File: src/rtl/fnd_pkg.sv
// Shared types and constants for the FND digit scanner.
package fnd_pkg;

  typedef enum logic [1:0] {IDLE, BLANK, SHOW} fnd_state_e;

  // One 1 ms digit slot at the 100 MHz board clock.
  localparam int FND_CLK_DIV_DEFAULT = 100000;

  // Level an inactive digit pin is driven to.
  function automatic logic FND_DIGIT_OFF(input bit active_low);
    return active_low;
  endfunction

endpackage

File: src/rtl/fnd_onehot_decoder.sv
// Index to one-hot digit enable with enable gate and output polarity.
module fnd_onehot_decoder import fnd_pkg::*; #(
  parameter int NUM        = 4,
  parameter bit ACTIVE_LOW = 1'b1
) (
  input  logic                   i_en,
  input  logic [$clog2(NUM)-1:0] i_idx,
  output logic [NUM-1:0]         o_onehot
);

  localparam int IW = $clog2(NUM);

  for (genvar d = 0; d < NUM; d++) begin : g_bit
    assign o_onehot[d] = (i_en && i_idx == IW'(d)) ? ~FND_DIGIT_OFF(ACTIVE_LOW)
                                                  :  FND_DIGIT_OFF(ACTIVE_LOW);
  end

endmodule

File: src/rtl/fnd_digit_scanner.sv
// Multiplexed FND digit scanner: slot timer, blank/show FSM and digit index,
// all outputs registered from next-state so o_digit and o_digit_sel stay aligned.
module fnd_digit_scanner import fnd_pkg::*; #(
  parameter int NUM_DIGITS   = 4,
  parameter int CLK_DIV      = FND_CLK_DIV_DEFAULT,
  parameter int BLANK_CYCLES = 16,
  parameter bit ACTIVE_LOW   = 1'b1
) (
  input  logic                          i_clk,
  input  logic                          i_reset_n,
  input  logic                          i_enable,
  input  logic [NUM_DIGITS-1:0]         i_digit_mask,
  output logic [NUM_DIGITS-1:0]         o_digit,
  output logic [$clog2(NUM_DIGITS)-1:0] o_digit_sel,
  output logic                          o_scan_tick
);

  localparam int CW = (CLK_DIV > 1) ? $clog2(CLK_DIV) : 1;
  localparam int SW = $clog2(NUM_DIGITS);
  localparam logic [CW-1:0] CNT_LAST   = CW'(CLK_DIV - 1);
  localparam logic [CW-1:0] BLANK_LAST = CW'((BLANK_CYCLES > 0) ? BLANK_CYCLES - 1 : 0);
  localparam logic [SW-1:0] SEL_LAST   = SW'(NUM_DIGITS - 1);
  localparam fnd_state_e    SLOT_START = (BLANK_CYCLES == 0) ? SHOW : BLANK;

  fnd_state_e            state_q, state_d;
  logic [CW-1:0]         cnt_q, cnt_d;
  logic [SW-1:0]         sel_q, sel_d;
  logic                  tick_q, tick_d;
  logic [NUM_DIGITS-1:0] digit_q, digit_d;
  logic                  show_en;

  always_comb begin
    state_d = state_q;
    cnt_d   = cnt_q;
    sel_d   = sel_q;
    tick_d  = 1'b0;
    if (!i_enable) begin
      state_d = IDLE;
      cnt_d   = '0;
    end else begin
      case (state_q)
        IDLE: begin
          state_d = SLOT_START;
          cnt_d   = '0;
          tick_d  = 1'b1;
        end
        default: begin
          if (cnt_q == CNT_LAST) begin
            state_d = SLOT_START;
            cnt_d   = '0;
            sel_d   = (sel_q == SEL_LAST) ? '0 : sel_q + 1'b1;
            tick_d  = 1'b1;
          end else begin
            cnt_d = cnt_q + 1'b1;
            if (state_q == BLANK && cnt_q == BLANK_LAST) state_d = SHOW;
          end
        end
      endcase
    end
  end

  // Decoding the next index/state keeps a mask change at a slot end on the new digit.
  assign show_en = (state_d == SHOW) && !i_digit_mask[sel_d];

  fnd_onehot_decoder #(
    .NUM        (NUM_DIGITS),
    .ACTIVE_LOW (ACTIVE_LOW)
  ) u_dec (
    .i_en     (show_en),
    .i_idx    (sel_d),
    .o_onehot (digit_d)
  );

  always_ff @(posedge i_clk) begin
    if (!i_reset_n) begin
      state_q <= IDLE;
      cnt_q   <= '0;
      sel_q   <= '0;
      tick_q  <= 1'b0;
      digit_q <= {NUM_DIGITS{FND_DIGIT_OFF(ACTIVE_LOW)}};
    end else begin
      state_q <= state_d;
      cnt_q   <= cnt_d;
      sel_q   <= sel_d;
      tick_q  <= tick_d;
      digit_q <= digit_d;
    end
  end

  assign o_digit     = digit_q;
  assign o_digit_sel = sel_q;
  assign o_scan_tick = tick_q;

endmodule
File: config.mk
export PLATFORM = sky130hd
export DESIGN_NAME = fnd_digit_scanner
export DESIGN_NICKNAME = d
export VERILOG_FILES = /design/src/rtl/fnd_pkg.sv /design/src/rtl/fnd_onehot_decoder.sv /design/src/rtl/fnd_digit_scanner.sv
export SDC_FILE = /design/constraint.sdc
export NUM_CORES = 1
export LEC_CHECK = 0
export CAP_MARGIN = 20
export CORE_UTILIZATION = 32
export DETAILED_ROUTE_END_ITERATION = 8
export PLACE_DENSITY = 0.61
export SLEW_MARGIN = 0
export SYNTH_ARGS = -nofsm -noshare
export SYNTH_HDL_FRONTEND = slang
export SYNTH_SLANG_ARGS = --single-unit
export TNS_END_PERCENT = 1
File: constraint.sdc
create_clock -name i_clk -period 2.15 [get_ports i_clk]
set_input_delay 0.645 -clock i_clk [delete_from_list [all_inputs] [get_ports i_clk]]
set_output_delay 0.645 -clock i_clk [all_outputs]
set_load 0.02 [all_outputs]
After elaboration in Yosys (flattened, before gate mapping)
Index checks and enable logic that the tools add are counted.
Cells by class
  add/subtract/negate cells: 2
  multipliers: 0
  divide/modulo/power cells: 0
  $lt $le $gt $ge: 1
  equal/unequal tests: 8
  shifts and indexed selects: 0
  multiplexer cells: 16
  bitwise gates (word level): 2
  reductions and logical operators: 11
Operators with widths (number)
  $add 17x1->17 const B: 1
  $eq 17x17->1 const B: 1
  $eq 17x4->1 const B: 1
  $mux 2: 8
  $eq 2x2->1 const B: 4
  $mux 1: 7
  $logic_and 1x1->1: 6
  $eq 2x1->1 const B: 2
  $logic_not 2->1: 2
  $reduce_or 4->1: 1
  $lt 2x3->1 const B: 1
  $add 2x1->2 const B: 1
  $bmux 1 s2: 1
  $not 1->1: 2
  $reduce_and 2->1: 1
  $logic_not 1->1: 1
Storage, ports and cells
  flip-flop bits (word level): 26
  bits in latches: 0
  bits in writable memories: 0
  ROM bits: 0
  word-level logic and storage cells: 45
  memories: 0

Logic depth before layout (Yosys ltp)
Gate-level depths: netlist (run 1).
  word-level depth: 11
  gate-level depth with buffers: 8
  depth with buffers taken out: 6

Cells and area by module
From an unflattened synthesis (run 1), not the netlist that was laid out.
Second synthesis, totals
  cell total of the unflattened synthesis: 126
  area, all modules: 1133.6 µm²
Modules (own cells, without submodules)
  fnd_digit_scanner: times used 1, cells each 122, area an instance 1104.8 µm²
  fnd_onehot_decoder: times used 1, cells each 4, area an instance 28.8 µm²

Least setup slack after synthesis (run 1)
Ideal clock, no wire load.
  kind: reg-to-reg
  from: register cnt_q[0]
  to: register digit_q[0] (netlist: o_digit[0])
  arrival: 1.774 ns
  data required time: 2.015 ns
  path slack: 0.242 ns
  stages on the path, launching flop included: 7
  buffers on the path: 0
  clock period less this slack: 1.908 ns
  cells stage by stage: dfxtp_1 -> ha_1 -> and3_1 -> nand3_2 -> nor3_2 -> mux2i_1 -> or4b_1
On the way
  longest elaborated chain between the ends: 10
  elaborated cells between the ends (all ways): 18
  those cells by class: eq/ne: 3; mux: 10; reduce/logical: 5
RTL lines
  start: declaration: RTL line fnd_digit_scanner.sv:26  | logic [CW-1:0] cnt_q, cnt_d;
  start signal: assignment: RTL line fnd_digit_scanner.sv:83  | cnt_q <= cnt_d;
  $eq 17x17->1 / $eq 17x4->1 (equally long branches): RTL line fnd_digit_scanner.sv:48, fnd_digit_scanner.sv:55
  $mux 2 / $logic_and 1x1->1 (equally long branches): RTL line fnd_digit_scanner.sv:48, fnd_digit_scanner.sv:55
  $mux 2, on equally long branches: RTL line fnd_digit_scanner.sv:41, fnd_digit_scanner.sv:55
  $mux 2, on equally long branches: RTL line fnd_digit_scanner.sv:37, fnd_digit_scanner.sv:48
  $bmux 1 s2 / $mux 2 (equally long branches): RTL line fnd_digit_scanner.sv:63, fnd_digit_scanner.sv:41
  $mux 1 (not written as such) / $mux 2 (equally long branches): RTL line fnd_digit_scanner.sv:63, fnd_digit_scanner.sv:37
  $logic_not 1->1 / $eq 2x2->1 (equally long branches): RTL line fnd_digit_scanner.sv:63  | assign show_en = (state_d == SHOW) && !i_digit_mask[sel_d];
  $logic_and 1x1->1: RTL line fnd_digit_scanner.sv:63
  $logic_and 1x1->1 (*): RTL line fnd_onehot_decoder.sv:14  | assign o_onehot[d] = (i_en && i_idx == IW'(d)) ? ~FND_DIGIT_OFF(ACTIVE_LOW)
  $mux 1 (*): RTL line fnd_onehot_decoder.sv:14
  end signal: assignment: RTL line fnd_digit_scanner.sv:80  | digit_q <= {NUM_DIGITS{FND_DIGIT_OFF(ACTIVE_LOW)}};
  end signal: assignment: RTL line fnd_digit_scanner.sv:86  | digit_q <= digit_d;
  end: declaration: RTL line fnd_digit_scanner.sv:29  | logic [NUM_DIGITS-1:0] digit_q, digit_d;
Mark *: on every way between the ends. The rest lies on a longest branch, timed or not. The select of a mux whose other input is x is not followed.
A chain may end at the register's enable or synchronous reset.

Worst setup path in the final report (run 1)
  from: register sel_q[1] (netlist: o_digit_sel[1])
  to: output port o_digit_sel[1]
RTL lines
  start: declaration: RTL line fnd_digit_scanner.sv:27  | logic [SW-1:0] sel_q, sel_d;
  start signal: assignment: RTL line fnd_digit_scanner.sv:84  | sel_q <= sel_d;
  end: declaration: RTL line fnd_digit_scanner.sv:14  | output logic [$clog2(NUM_DIGITS)-1:0] o_digit_sel,
No word-level cell between the ends.

==> results of run 1 <==
==> Yosys cell counts <==
cell	instances	area (µm²)
xnor2_1	8	70.07
nor2b_1	2	12.51
a21oi_1	2	10.01
nand3_1	7	35.03
xor2_1	7	61.31
nor3_1	1	5.000
and2_1	3	18.77
nand3_2	1	10.01
nor2_1	24	90.09
or4b_1	1	10.01
a21boi_1	1	7.510
ha_1	2	25.02
a31oi_1	1	6.260
dfxtp_1	26	520.5
nor4_1	1	6.260
nor3_2	2	20.02
mux2i_1	2	20.02
buf_2	1	5.000
nand2_1	12	45.04
or2_1	1	6.260
clkbuf_1	1	3.750
buf_6	1	11.26
nand4_1	4	25.02
or4_1	2	15.01
and4_1	1	8.760
nor4b_1	2	17.52
nor4_2	1	12.51
o22ai_1	1	6.260
or2_2	3	18.77
o21ai_0	1	5.000
and3_1	4	25.02
inv_1	3	11.26
==> power groups by stage <==
stage / sequential (mW) / combinational, mW / clock [mW]
6_report: 0.485 / 0.0333 / 0.190
5_1_grt: 0.486 / 0.0358 / 0.225
4_1_cts: 0.486 / 0.0331 / 0.207
3_5_place_dp: 0.496 / 0.0326 / 0
3_3_place_gp: 0.496 / 0.0325 / 0
2_1_floorplan: 0.497 / 0.00951 / 0
==> cell type report <==
| type | instances | area [µm²] | area share (%) |
|---|---|---|---|
| Clock buffer | 3 | 22.52 | 1.606 |
| Inverter | 3 | 11.26 | 0.8029 |
| Multi-Input combinational cell | 97 | 603.1 | 43.00 |
| Sequential cell | 26 | 520.5 | 37.11 |
| Tap cell | 46 | 57.56 | 4.103 |
| Timing Repair Buffer | 19 | 187.7 | 13.38 |
==> stage by stage <==
stage	area (µm²)	total power [mW]	util [%]	setup TNS, ns	setup WS [ns]
after floorplan	1145	0.5068	-	0	0.2416
after global placement	1370	0.5287	40.42	-0.04003	-0.04003
after detailed placement	1370	0.5289	40.42	-0.1024	-0.1024
after CTS	1393	0.7262	41.09	0	0.09339
after global routing	1403	0.7469	41.38	-0.01482	-0.01482
final	1403	0.7091	41.38	0	0.1046
==> flip-flops by register name, indices dropped and copies added (netlist names) <==
signal / cells
o_digit_sel: 2
state_q: 2
cnt_q: 17
o_digit: 4
o_scan_tick: 1
==> per-layer routing <==
layer / track usage, % / up-vias
met1: 15.59 / 404
met3: 1.863 / 2
met2: 22.73 / 13
met5: 0 / -
met4: 6.667 / 0
li1: - / 475
==> cell families (layout without fill, tap and decap cells) <==
logic type	after synthesis	after routing	synth area share, %
flops	26	26	45.46
mux	2	2	1.749
buf+inv	6	25	2.731
compound gates	6	6	3.061
fa+ha+maj	2	2	2.185
xor+xnor	15	15	11.48
simple gates	72	72	33.33
==> timing repair <==
action,CTS,global route
endpoints found under the setup margin,0,1
buffers inserted,0,0
gates resized for setup,0,2
==> how the worst min path moves through the flow <==
stage	endpoint	slack [ns]	depth (start not counted)
2_1_floorplan	cnt_q[0]$_SDFF_PP0_	0.42	1
3_3_place_gp	cnt_q[0]$_SDFF_PP0_	0.43	1
3_5_place_dp	cnt_q[0]$_SDFF_PP0_	0.44	1
4_1_cts	cnt_q[0]$_SDFF_PP0_	0.46	1
5_1_grt	cnt_q[0]$_SDFF_PP0_	0.48	1
6_report	cnt_q[0]$_SDFF_PP0_	0.45	1
==> metrics.txt, run 1 <==
most common cell after layout, fill and taps aside=dfxtp_1; number of vias per cell=4.608; Max rail drop VDD=0.2466 mV; cell family with most CP delay=buffers and inverters; Worst slew margin=76.14%; syn_area_per_cell=8.875 µm²; arrival time at the worst endpoint=1.40 ns; flop-to-flop setup slack=0.14 ns; Final #Nets=159; DRT Wirelength=2150 µm; switching power=139.5 µW; Final Instance Count excl. Fillers=194; launch point of the worst reg-to-reg path=cnt_q[0]$_SDFF_PP0_; fin crit period=2.045 ns; min-delay src=cnt_q[0]$_SDFF_PP0_; Fin Hold WS=0.4513 ns; row count=21; metal2 WL=1066 µm; CTS max path bufs=2; largest net degree at the start of global routing=19; post-synth cell types=32; area grow syn2layout=22.51%; crit path kind=register to output pin; max layer used=met4; CTS clk-pin slew, worst paths=0.12 ns; Tcrit/Tclk final=95.14%; FMAX=0.4889 GHz; CTS sink count=26; Clock Latency Late Sink=0.31 ns; core area=3390 µm²; Seq/Total Area, Yosys=45.46%; Wirelength per Cell=11.08 µm; Buf+Inv Stages, Crit Path=1; worst min path class=register to register; Ports=14; Die Ht=61.82 µm; cell-internal power=569.6 µW; ANT nets after route=0; clock share of power=26.9%; DRT met1 WL=983 µm; Final Skew=0.01015 ns; commonest cells after routing, fill and taps aside=dfxtp_1 (26), nor2_1 (24), clkdlybuf4s50_1 (13); CTS tree=yes; die area=3821 µm²; Max Cap Viol=0; Num CTS Buffers=3; PortBufs=13; via count=894; crit path capture=o_digit_sel[1]; Reg2Reg Depth=6; Slew Viols, Final=0; DIE WIDTH=61.82 µm; Final Hold Fails=0; Critical Path RT=1.50 ns; reg2reg end=o_digit[0]$_SDFF_PN1_; vias in the first global route=851; post-placement cell count=191; drt drc=0; CP max stage cell=clkdlybuf4s50_1; Max stage delay on crit path=0.64 ns; Ant. Diodes=0; Filler Cells Inserted=351; crit path cell chain=clkdlybuf4s50_1; initial core utilization=33.78%; Worst Max-Slew Pin Slew=0.3566 ns; status=completed; hold buffers post-CTS=0; final setup vio count=0; global route overflow=0; total track usage=13.04%; drt initial violations=15; Stages on worst setup path=1; sw frac=19.67%; Worst setup SP type=register; Static Leak=0.4731 nW; H-tree levels=1; root buf cell=clkbuf_4; Synth Register Bits=26; total nets after synthesis=138; Max Fanout on Critical Path=6; Reg power frac=68.5%; Comb power frac=4.7%; post-DP HPWL=1653 µm; met3 wire len=76 µm; initial antenna violation count=0; Post-Syn Area=1145 µm²; wire length of the first global-routing pass=3615 µm; Mapped Cells=129; share of cells above drive strength 1=11.49%; gpl congestion=0.8535; pwr/cell area=505.6 nW/µm²; synth warn=0; crit end category=output pin; CP startpoint=o_digit_sel[1]$_SDFF_PN0_; detailed-routing iteration count for the pre-antenna-repair pass=4
No activity file was read; power rests on OpenSTA's default activity.
==> run 2: changes to the inputs <==
SLEW_MARGIN = 25   (was 0)
==> results of run 2 <==
The final DEF is identical to that of run 1; final timing and power are the same.
